File: src/rtl/irq_ctrl.sv
// irq_ctrl -- interrupt / exception controller for the single-cycle CPU.
//
// Captures N_SRC rising-edge interrupt lines plus two non-maskable exception
// pulses (ALU overflow, stack overflow) into a pending register. It then
// arbitrates by fixed priority against the in-service set and raises a
// request that the core acknowledges. It also tracks nested in-service
// levels so that a return-from-interrupt retires the highest-priority
// active level.
//
// Priority / bit order (index 0 highest): alu, stack, irq[0] .. irq[N_SRC-1].
// Vector of bit index k is k+1 (alu=1, stack=2, irq[i]=i+3); 0 means none.
//
// Configuration macro: IRQ_NEST_EN
//   defined   : any eligible source strictly above the highest in-service
//               level may preempt (up to N_SRC+2 nested levels).
//   undefined : maskable sources dispatch only when nothing is in service;
//               exceptions still preempt lower-priority levels.
//
// Ports:
//   clk        clock, all state updates on rising edge
//   reset      synchronous active-high reset
//   irq        interrupt lines, rising-edge sensitive, bit 0 highest
//   exc_alu    ALU overflow pulse (non-maskable)
//   exc_stack  stack overflow pulse (non-maskable)
//   ier_we     interrupt-enable register write strobe
//   ier_din    new enable mask
//   int_ack    core accepts the outstanding request this cycle
//   reti       core executes return-from-interrupt this cycle
//   int_req    interrupt call requested (core stalls its opcode)
//   s_calli    vector of outstanding request, 0 when int_req=0
//   s_reti     vector being retired in the reti cycle, else 0
//   ier        current enable register
//   isr        in-service bits {src N_SRC-1..0, stack, alu}
module irq_ctrl #(
  parameter int N_SRC = 8,
  parameter int VEC_W = 8
) (
  input  logic               clk,
  input  logic               reset,
  input  logic [N_SRC-1:0]   irq,
  input  logic               exc_alu,
  input  logic               exc_stack,
  input  logic               ier_we,
  input  logic [N_SRC-1:0]   ier_din,
  input  logic               int_ack,
  input  logic               reti,
  output logic               int_req,
  output logic [VEC_W-1:0]   s_calli,
  output logic [VEC_W-1:0]   s_reti,
  output logic [N_SRC-1:0]   ier,
  output logic [N_SRC+1:0]   isr
);

  localparam int NB = N_SRC + 2;

  typedef enum logic {IDLE, REQ} state_t;

  state_t             state, state_nxt;
  logic [VEC_W-1:0]   vec_lat, vec_nxt;
  logic [NB-1:0]      pend, pend_nxt, pend_set, pend_clr;
  logic [NB-1:0]      isr_r, isr_nxt, reti_clr;
  logic [NB-1:0]      allowed, cand;
  logic [N_SRC-1:0]   ier_r, irq_q;
  logic [VEC_W-1:0]   win_vec, reti_vec;
  logic               busy;
  logic               ack_take;

  // Vector of the highest-priority (lowest-index) set bit, 0 if none.
  function automatic logic [VEC_W-1:0] first_vec(input logic [NB-1:0] bits);
    logic [VEC_W-1:0] v;
    v = '0;
    for (int i = NB - 1; i >= 0; i--) begin
      if (bits[i]) v = VEC_W'(i + 1);
    end
    return v;
  endfunction

  // One-hot bit mask selected by a vector; vector 0 gives an empty mask.
  function automatic logic [NB-1:0] vec_onehot(input logic [VEC_W-1:0] v);
    logic [NB-1:0] m;
    m = '0;
    for (int i = 0; i < NB; i++) begin
      m[i] = (v == VEC_W'(i + 1));
    end
    return m;
  endfunction

  // Arbitration: a candidate must sit strictly above every in-service level.
  always_comb begin
    busy    = 1'b0;
    allowed = '0;
    for (int i = 0; i < NB; i++) begin
      busy       = busy | isr_r[i];
      allowed[i] = ~busy;
    end
`ifndef IRQ_NEST_EN
    // Without nesting, maskable sources wait for a completely idle isr.
    if (|isr_r) allowed[NB-1:2] = '0;
`endif
    cand    = pend & {ier_r, 2'b11} & allowed;
    win_vec = first_vec(cand);
  end

  // Pending / in-service bookkeeping.
  always_comb begin
    ack_take = (state == REQ) && int_ack;
    pend_set = {irq & ~irq_q, exc_stack, exc_alu};
    pend_clr = ack_take ? vec_onehot(vec_lat) : '0;
    // Set wins over the ack clear on the same bit.
    pend_nxt = (pend & ~pend_clr) | pend_set;
    reti_vec = reti ? first_vec(isr_r) : '0;
    reti_clr = vec_onehot(reti_vec);
    // reti retires the level that was highest before this cycle's ack.
    isr_nxt  = (isr_r & ~reti_clr) | pend_clr;
  end

  // Request FSM: no re-arbitration while a request is outstanding.
  always_comb begin
    state_nxt = state;
    vec_nxt   = vec_lat;
    case (state)
      IDLE: begin
        if (win_vec != '0) begin
          state_nxt = REQ;
          vec_nxt   = win_vec;
        end
      end
      REQ: begin
        if (int_ack) begin
          state_nxt = IDLE;
          vec_nxt   = '0;
        end
      end
      default: begin
        state_nxt = IDLE;
        vec_nxt   = '0;
      end
    endcase
  end

  always_ff @(posedge clk) begin
    if (reset) begin
      state   <= IDLE;
      vec_lat <= '0;
      pend    <= '0;
      isr_r   <= '0;
      ier_r   <= '0;
      irq_q   <= '0;
    end else begin
      state   <= state_nxt;
      vec_lat <= vec_nxt;
      pend    <= pend_nxt;
      isr_r   <= isr_nxt;
      irq_q   <= irq;
      if (ier_we) ier_r <= ier_din;
    end
  end

  assign int_req = (state == REQ);
  assign s_calli = (state == REQ) ? vec_lat : '0;
  assign s_reti  = reti_vec;
  assign ier     = ier_r;
  assign isr     = isr_r;

endmodule

File: config.mk
export PLATFORM = sky130hd
export DESIGN_NAME = irq_ctrl
export DESIGN_NICKNAME = d
export VERILOG_FILES = /design/src/rtl/irq_ctrl.sv
export SDC_FILE = /design/constraint.sdc
export NUM_CORES = 1
export LEC_CHECK = 0
export BUFFER_PORTS_ARGS = -buffer_cell sky130_fd_sc_hd__buf_2
export CORE_ASPECT_RATIO = 2
export CORE_MARGIN = 5
export CORE_UTILIZATION = 30
export CTS_BUF_LIST = sky130_fd_sc_hd__clkbuf_8
export DETAILED_ROUTE_END_ITERATION = 12
export PLACE_DENSITY = 0.62
export SETUP_SLACK_MARGIN = 0.2
export SLEW_MARGIN = 20
export SYNTH_ARGS = -nofsm -noshare
export SYNTH_HDL_FRONTEND = slang
export SYNTH_SLANG_ARGS = --single-unit
File: constraint.sdc
create_clock -name clk -period 2.5 [get_ports clk]
set_clock_uncertainty 0.1 [all_clocks]
set_input_delay 0.5 -clock clk [delete_from_list [all_inputs] [get_ports clk]]
set_output_delay 0.5 -clock clk [all_outputs]
set_load 0.01 [all_outputs]
# --- After elaboration in Yosys (flattened, before gate mapping) ---
# Cells that the tools add are included.
word_totals:
  inputBits: 23
  reg_bits: 45
  wordCells: 92
  output_inout_bits: 35
op_classes:
  eq_ne: 22
  bitwise: 30
  n_reduce_logical: 4
  mux: 30
op_table:
  columns: ["operator", "count"]
  rows:
  - ["$mux 8", 20]
  - ["$eq 8x3->1 const B", 8]
  - ["$eq 8x4->1 const B", 6]
  - ["$and 10x10->10", 4]
  - ["$eq 8x2->1 const B", 4]
  - ["$mux 4", 5]
  - ["$not 10->10", 2]
  - ["$or 10x10->10", 2]
  - ["$eq 8x1->1 const B", 2]
  - ["$pmux 8 s2", 1]
  - ["$not 1->1", 11]
  - ["$mux 10", 1]
  - ["$reduce_or 10->1", 1]
  - ["$or 1x1->1", 9]
  - ["$and 8x8->8", 1]
  - ["$not 8->8", 1]
  - ["$reduce_bool 8->1", 1]
  - ["$ne 2x2->1 const B", 2]
  - ["$mux 1", 2]
  - ["$pmux 1 s2", 1]
  - ["$reduce_and 2->1", 1]
  - ["$logic_and 1x1->1", 1]

# --- Depth between registers and ports, before layout ---
# Gate-level depths: netlist of run 1.
logic_depth:
  ltp_word: 25
  ltp_mapped: 7
  depth_no_buf: 7

# --- Least setup slack after synthesis of run 1 ---
# No wires, ideal clock.
synth_path:
  path_kind: "reg2out"
  from: "register isr_r[0] (netlist: isr[0])"
  to: "output s_reti[2]"
  path_buffers: 1
  path_slack_ps: 642
  required_ps: 1900
  arrival_ps: 1258
  path_stages_with_launch: 4
  path_cell_list: "dfxtp_1 buf_2 nand2b_1 nor4_1"
synth_between:
  elab_chain_cells: 2
synth_lines:
  columns: ["item", "line", "source"]
  rows:
  - ["start: declaration", "61", "logic [NB-1:0] isr_r, isr_nxt, reti_clr;"]
  - ["start signal: assignment", "153", "isr_r <= isr_nxt;"]
  - ["$mux 8", "73", "if (bits[i]) v = VEC_W'(i + 1);"]
  - ["$mux 8", "111", "reti_vec = reti ? first_vec(isr_r) : '0;"]
  - ["end: declaration", "49", "output logic [VEC_W-1:0] s_reti,"]
# Every way passes these cells.

# --- Final worst setup path of run 1 ---
layout_path:
  from: "register isr_r[7] (netlist: isr[7])"
  to: "output s_reti[3]"
layout_between:
  elab_chain_cells: 9
layout_lines:
  columns: ["item", "line"]
  rows:
  - ["$mux 8 (8 in a row)", "73"]
  - ["$mux 8", "111"]
# Every way passes these cells.

==> flow_summary.yaml, run 1 <==
status:
  status: "finished, final reports clean"
timing:
  hold_viol_final: 0
  finalWorstSetupSlack_ps: 226
  setup-violations-final: 0
  fin_crit_sh_pct: 91.0
  drv_slew: 0
  setup-tns-final_ps: 0
  rsz0062_at_grt: "yes"
  min_period_ps: 2270
  max_slew_margin_pct: 56.4
  fmax_mhz: 440
  worst_pin_slew_ps: 648
setup_path:
  worst-r2r-setup-slack_ps: 410
  start_kind: "flip-flop"
  path_cells: "nor3_1, and4b_1, buf_2"
  crit_family: "simple AND/OR/NAND/NOR gates"
  cpPeakStageDelay_ps: 570
  critPathSlowestCell: "nor3_1"
  end_kind: "output port"
  path_depth: 3
  path_max_fanout: 6
  r2r_cells: 6
  path_class: "reg2out"
  worstSetupStartpoint: "isr[7]$_SDFF_PP0_"
  critPathArrivalTime_ps: 1670
  cp_num_buf_inv: 1
  rr_endpoint: "vec_lat[3]$_SDFFE_PP0P_"
  rr_startpoint: "isr[7]$_SDFF_PP0_"
  crit_end: "s_reti[3]"
  critPathRequiredTime_ps: 1900
synth:
  synth_cell_types: 47
  yosys_warnings: 0
  synth.avg_cell_area_um2: 8.49
  synth_seq_cells: 41
  syn-instance-count: 227
  syn-cell-area_um2: 1930
  yosysSeqAreaShare_pct: 42.6
global_routing:
  grt_busiest_layer: "met2"
  grt_pass1_wl_mm: 8.34
  grtUsageTotal_pct: 13.7
  met3_usage_pct: 2.00
  grt_max_degree: 30
  grt_antenna_before_repair: 0
  met1_usage_pct: 12.4
  grt_util_met2_pct: 25.7
  grt_pass1_vias: 1757
  overflow: 0
routing:
  vias: 1819
  vias_per_cell: 4.96
  initialDrtViolationCount: 44
  drc_errors: 0
  firstDrtPassIters: 4
  drtAntennaViolNets: 0
  wl_mm: 5.54
  wl_per_cell_um: 15.1
cells_and_area:
  n_antenna_cell: 0
  seqCellArea_um2: 823
  fillers: 677
  post_route_cells_drive_above_1_share_pct: 25.3
  multi_input_area_um2: 1020
  syn2layout_area_growth_pct: 23.1
  nets: 303
die:
  pin_count: 58
  die-area_um2: 8220
  fp.dieH_um: 123
  fp-row-count: 41
  start_util_pct: 30.5
  die_x_um: 66.7
  core-area_um2: 6310
placed_design:
  gp_congestion: 0.896
  io_buffer_count: 49
  pre_cts_ws_ps: 438
  hpwl_mm: 4.40
clock_tree:
  cts_made_buffers: 5
  cts_htree_levels: 2
  cts_tree: "built"
  clkSinkCount: 41
  root_buffer: "clkbuf_8"
  clock_path_buffers: 2
  clk_latency_ps: 290
  cts_hold_buf: 0
  clk_pin_slew_worst_paths_ps: 80
min_path:
  worstHoldPathType: "in2reg"
pwr:
  leakagePower_nw: 1.05
  peakVddDrop_mv: 0.399
  powerDensity_nw_per_um2: 614
flow_run:
  drv_cap: 0
[worst min-delay path by stage]
| stage | slack (ps) | endpoint | cells after the start | startpoint |
|---|---|---|---|---|
| 6_report | 320 | pend[1]$_SDFF_PP0_ | 3 | exc_stack |
| 5_1_grt | 330 | irq_q[7]$_SDFF_PP0_ | 2 | irq[7] |
| 4_1_cts | 300 | pend[1]$_SDFF_PP0_ | 3 | exc_stack |
| 3_5_place_dp | 370 | pend[1]$_SDFF_PP0_ | 2 | pend[1]$_SDFF_PP0_ |
| 3_3_place_gp | 360 | pend[0]$_SDFF_PP0_ | 2 | pend[0]$_SDFF_PP0_ |
| 2_1_floorplan | 340 | pend[1]$_SDFF_PP0_ | 2 | pend[1]$_SDFF_PP0_ |
[Yosys cell counts (all sizes together)]
cell type | number | share of area (%)
o32ai | 1 | 0.45
nor3 | 6 | 1.8
and4bb | 1 | 0.65
nor3b | 2 | 0.78
o21bai | 2 | 0.78
a221oi | 2 | 1.2
a31oi | 3 | 0.97
conb | 1 | 0.19
a211oi | 1 | 0.39
a22o | 1 | 0.45
mux2i | 8 | 4.2
o31ai | 3 | 1.2
nand2 | 17 | 3.3
o2111a | 2 | 1.2
o21a | 2 | 0.78
dfxtp | 41 | 43
clkbuf | 5 | 0.97
and2 | 4 | 1.3
nand4 | 2 | 0.65
nand3 | 7 | 1.8
inv | 6 | 1.2
a22oi | 1 | 0.39
a41oi | 1 | 0.45
o211ai | 2 | 0.78
and3 | 3 | 1.2
and4b | 1 | 0.52
nor2b | 18 | 5.8
and3b | 2 | 0.97
o21ai | 9 | 2.3
a21o | 1 | 0.39
nand3b | 1 | 0.39
nand2b | 4 | 1.3
buf | 10 | 3.8
a21oi | 23 | 6.2
o22a | 1 | 0.45
nor4 | 3 | 2.1
nand4b | 1 | 0.45
nor2 | 29 | 5.6
[worst reg2reg max path: cells and delay by family, from the launching register on]
kind	cells	cell delay, ps
compound gates	4	850
simple gates	2	680
flops	1	350
[metal layers]
metal / share of wire, % / wire [µm]
met2: 55 / 3030
met5: 0 / 0
met4: 5.8 / 323
met1: 34 / 1910
met3: 5.0 / 277
[through the flow]
stage	hold slack (ps)	util [%]	power, mW	cells	area [µm²]
6_report	315	37.6	1.46	367	2370
5_1_grt	334	37.6	1.51	367	2370
4_1_cts	305	37.4	1.47	366	2360
3_5_place_dp	368	35.6	0.924	358	2240
3_3_place_gp	359	35.6	0.920	358	2240
2_1_floorplan	343	-	0.865	234	1950
[where the power goes]
group / internal [mW] / total [mW] / switching (mW) / leakage, nW
clock: 0.321 / 0.545 / 0.224 / 0.0626
sequential: 0.688 / 0.716 / 0.0278 / 0.339
combinational: 0.0810 / 0.194 / 0.113 / 0.651
[area by class of cell]
cell class / instances / area share (%)
clock buffers: 6 / 3.48
well taps: 86 / 4.54
clock inverters: 2 / 1.42
inverters: 6 / 0.950
repair buffers: 54 / 11.9
flip-flops and latches: 41 / 34.7
multi-input cells: 172 / 43.0
[cells in the final DEF (no fill, tap or decap), types with 3 or more instances in the layout]
cell	instances
a31oi_1	3
nand3_1	7
nor3_1	5
o31ai_1	3
a21oi_1	22
inv_1	7
dfxtp_1	39
nand2_1	17
o21ai_0	7
nor2b_1	18
nor2_1	29
and2_1	4
buf_2	49
nand2b_1	4
mux2i_1	8
clkbuf_8	6
conb_1	8
buf_4	5
[flip-flops by register name, indices dropped and copies added, names as in the netlist]
register	count
isr	10
pend	10
ier	8
irq_q	8
vec_lat	4
int_req	1
[cells by family after synthesis]
family / share of synthesized area, %
and+or+nand+nor: 28.8
AOI/OAI and AO/OA: 18.4
DFF: 42.6
buffers and inverters: 5.91
muxes: 4.16
other: 0.195
[repair_timing]
| item | 4_1_cts | 5_1_grt |
|---|---|---|
| buffers inserted | 0 | 1 |
| resized for setup | 0 | 2 |
| setup endpoints to repair | 0 | 2 |
(Power assumes the default switching activity.)
==> inputs of run 2 (changes only) <==
--- a/config.mk
+++ b/config.mk
@@ -5,15 +5,15 @@
 export SDC_FILE = /design/constraint.sdc
 export NUM_CORES = 1
 export LEC_CHECK = 0
+export ABC_CLOCK_PERIOD_IN_PS = 2500
 export BUFFER_PORTS_ARGS = -buffer_cell sky130_fd_sc_hd__buf_2
 export CORE_ASPECT_RATIO = 2
 export CORE_MARGIN = 5
 export CORE_UTILIZATION = 30
 export CTS_BUF_LIST = sky130_fd_sc_hd__clkbuf_8
 export DETAILED_ROUTE_END_ITERATION = 12
-export PLACE_DENSITY = 0.62
+export PLACE_DENSITY_LB_ADDON = 0.05
 export SETUP_SLACK_MARGIN = 0.2
-export SLEW_MARGIN = 20
 export SYNTH_ARGS = -nofsm -noshare
 export SYNTH_HDL_FRONTEND = slang
 export SYNTH_SLANG_ARGS = --single-unit
==> flow_summary.yaml, run 2 (synthesis gave the netlist of run 1 again) <==
status:
  status: "finished, final reports clean"
global_routing:
  overflow: 0
  grt_max_degree: 32
  grt_pass1_wl_mm: 9.14
  grt_pass1_vias: 1810
  grt_antenna_before_repair: 0
  grtUsageTotal_pct: 15.0
setup_path:
  critPathArrivalTime_ps: 1570
  rr_endpoint: "vec_lat[3]$_SDFFE_PP0P_"
  path_max_fanout: 5
  r2r_cells: 8
  path_class: "reg2out"
  end_kind: "output port"
  start_kind: "flip-flop"
  worst-r2r-setup-slack_ps: 380
  rr_startpoint: "isr[4]$_SDFF_PP0_"
  critPathRequiredTime_ps: 1900
clock_tree:
  cts_tree: "built"
  cts_htree_levels: 2
  clkSinkCount: 41
  clk_pin_slew_worst_paths_ps: 90
  cts_hold_buf: 0
  root_buffer: "clkbuf_8"
  clock_path_buffers: 2
  cts_made_buffers: 5
  clk_latency_ps: 290
timing:
  finalWorstSetupSlack_ps: 334
  hold_viol_final: 0
  rsz0062_at_grt: "yes"
  drv_slew: 0
  setup-violations-final: 0
  worst_pin_slew_ps: 543
  max_slew_margin_pct: 63.8
  fmax_mhz: 462
  fin_crit_sh_pct: 86.7
  min_period_ps: 2170
  setup-tns-final_ps: 0
routing:
  initialDrtViolationCount: 97
  wl_per_cell_um: 15.5
  vias_per_cell: 4.83
  wl_mm: 5.70
  drtAntennaViolNets: 0
  firstDrtPassIters: 4
  vias: 1784
  drc_errors: 0
die:
  pin_count: 58
  start_util_pct: 30.5
  fp.dieH_um: 123
  fp-row-count: 41
  die-area_um2: 8220
  die_x_um: 66.7
  core-area_um2: 6310
pwr:
  powerDensity_nw_per_um2: 577
  peakVddDrop_mv: 0.416
  power_mw: 1.37
  leakagePower_nw: 1.05
cells_and_area:
  stdcell_count: 369
  syn2layout_area_growth_pct: 22.8
  final_common_cell: "buf_2"
  layout_common_cells: "49 x buf_2, 40 x dfxtp_1, 29 x nor2_1, 22 x a21oi_1, 18 x nor2b_1"
  nets: 306
  fillers: 697
  stdcell_area_um2: 2370
  multi_input_area_um2: 1020
  seqCellArea_um2: 822
  n_antenna_cell: 0
  post_route_cells_drive_above_1_share_pct: 25.8
placed_design:
  pre_cts_ws_ps: 428
  io_buffer_count: 49
  gp_congestion: 0.836
  hpwl_mm: 4.52
  placed_area_um2: 2260
  dpl.cell_count: 360
min_path:
  worstHoldPathType: "in2reg"
  min_to: "pend[1]$_SDFF_PP0_"
  min_path_cells: 3
  min_from: "exc_stack"
flow_run:
  drv_cap: 0
[run 2: cell count changes in the layout (fill, tap and decap cells not counted)]
cell        delta
dfxtp_1        +1
dfxtp_2        -1
clkinvlp_4     +1
inv_1          -1
buf_4          +3
bufinv_16      -1
[run 2: worst max-delay path, cell delays in order, from the launching register on]
cell      delay, ps
dfxtp_1         370
nand2b_1        160
a21oi_1         180
o21bai_1         80
a21oi_1         230
o21a_1          140
buf_2           120
[run 2: where the power goes]
part | leakage (nW) | internal (mW) | switching, mW
registers | 0.338 | 0.688 | 0.0281
logic | 0.665 | 0.0829 | 0.115
clock network | 0.0433 | 0.218 | 0.233
[run 2: metal layers]
layer | vias to the layer above | global-route usage, % | share of wire (%)
li1 | 894 | - | -
met1 | 813 | 16.2 | 38
met2 | 60 | 26.2 | 53
met3 | 17 | 2.73 | 4.7
met4 | 0 | 9.41 | 4.7
met5 | - | 0 | 0
[run 2: repair_timing]
item	in CTS	in global routing
gates resized for setup	0	1
endpoints found under the hold margin	0	0
setup buffers	0	2
setup endpoints to repair	0	3
[run 2: cell type report]
type | count | share of cell area [%]
multi-input combinational | 172 | 43.0
clock inverter | 1 | 0.317
inverter | 6 | 0.952
timing repair buffer | 57 | 12.9
tap | 86 | 4.55
sequential | 41 | 34.7
clock buffer | 6 | 3.49
[run 2: worst max path at each step]
stage	start	endpoint	slack, ps	cells after the start
3_5_place_dp	isr[0]$_SDFF_PP0_	vec_lat[1]$_SDFFE_PP0P_	430	7
5_1_grt	isr[7]$_SDFF_PP0_	s_reti[0]	180	6
4_1_cts	isr[5]$_SDFF_PP0_	s_reti[3]	280	3
3_3_place_gp	isr[5]$_SDFF_PP0_	vec_lat[3]$_SDFFE_PP0P_	480	6
6_report	isr[7]$_SDFF_PP0_	s_reti[0]	330	6
2_1_floorplan	isr[0]$_SDFF_PP0_	s_reti[2]	640	3
[run 2: stage by stage]
step | util (%) | hold WS [ps]
2_1_floorplan | - | 343
3_3_place_gp | 35.8 | 357
3_5_place_dp | 35.8 | 372
4_1_cts | 37.2 | 299
5_1_grt | 37.5 | 310
6_report | 37.5 | 302
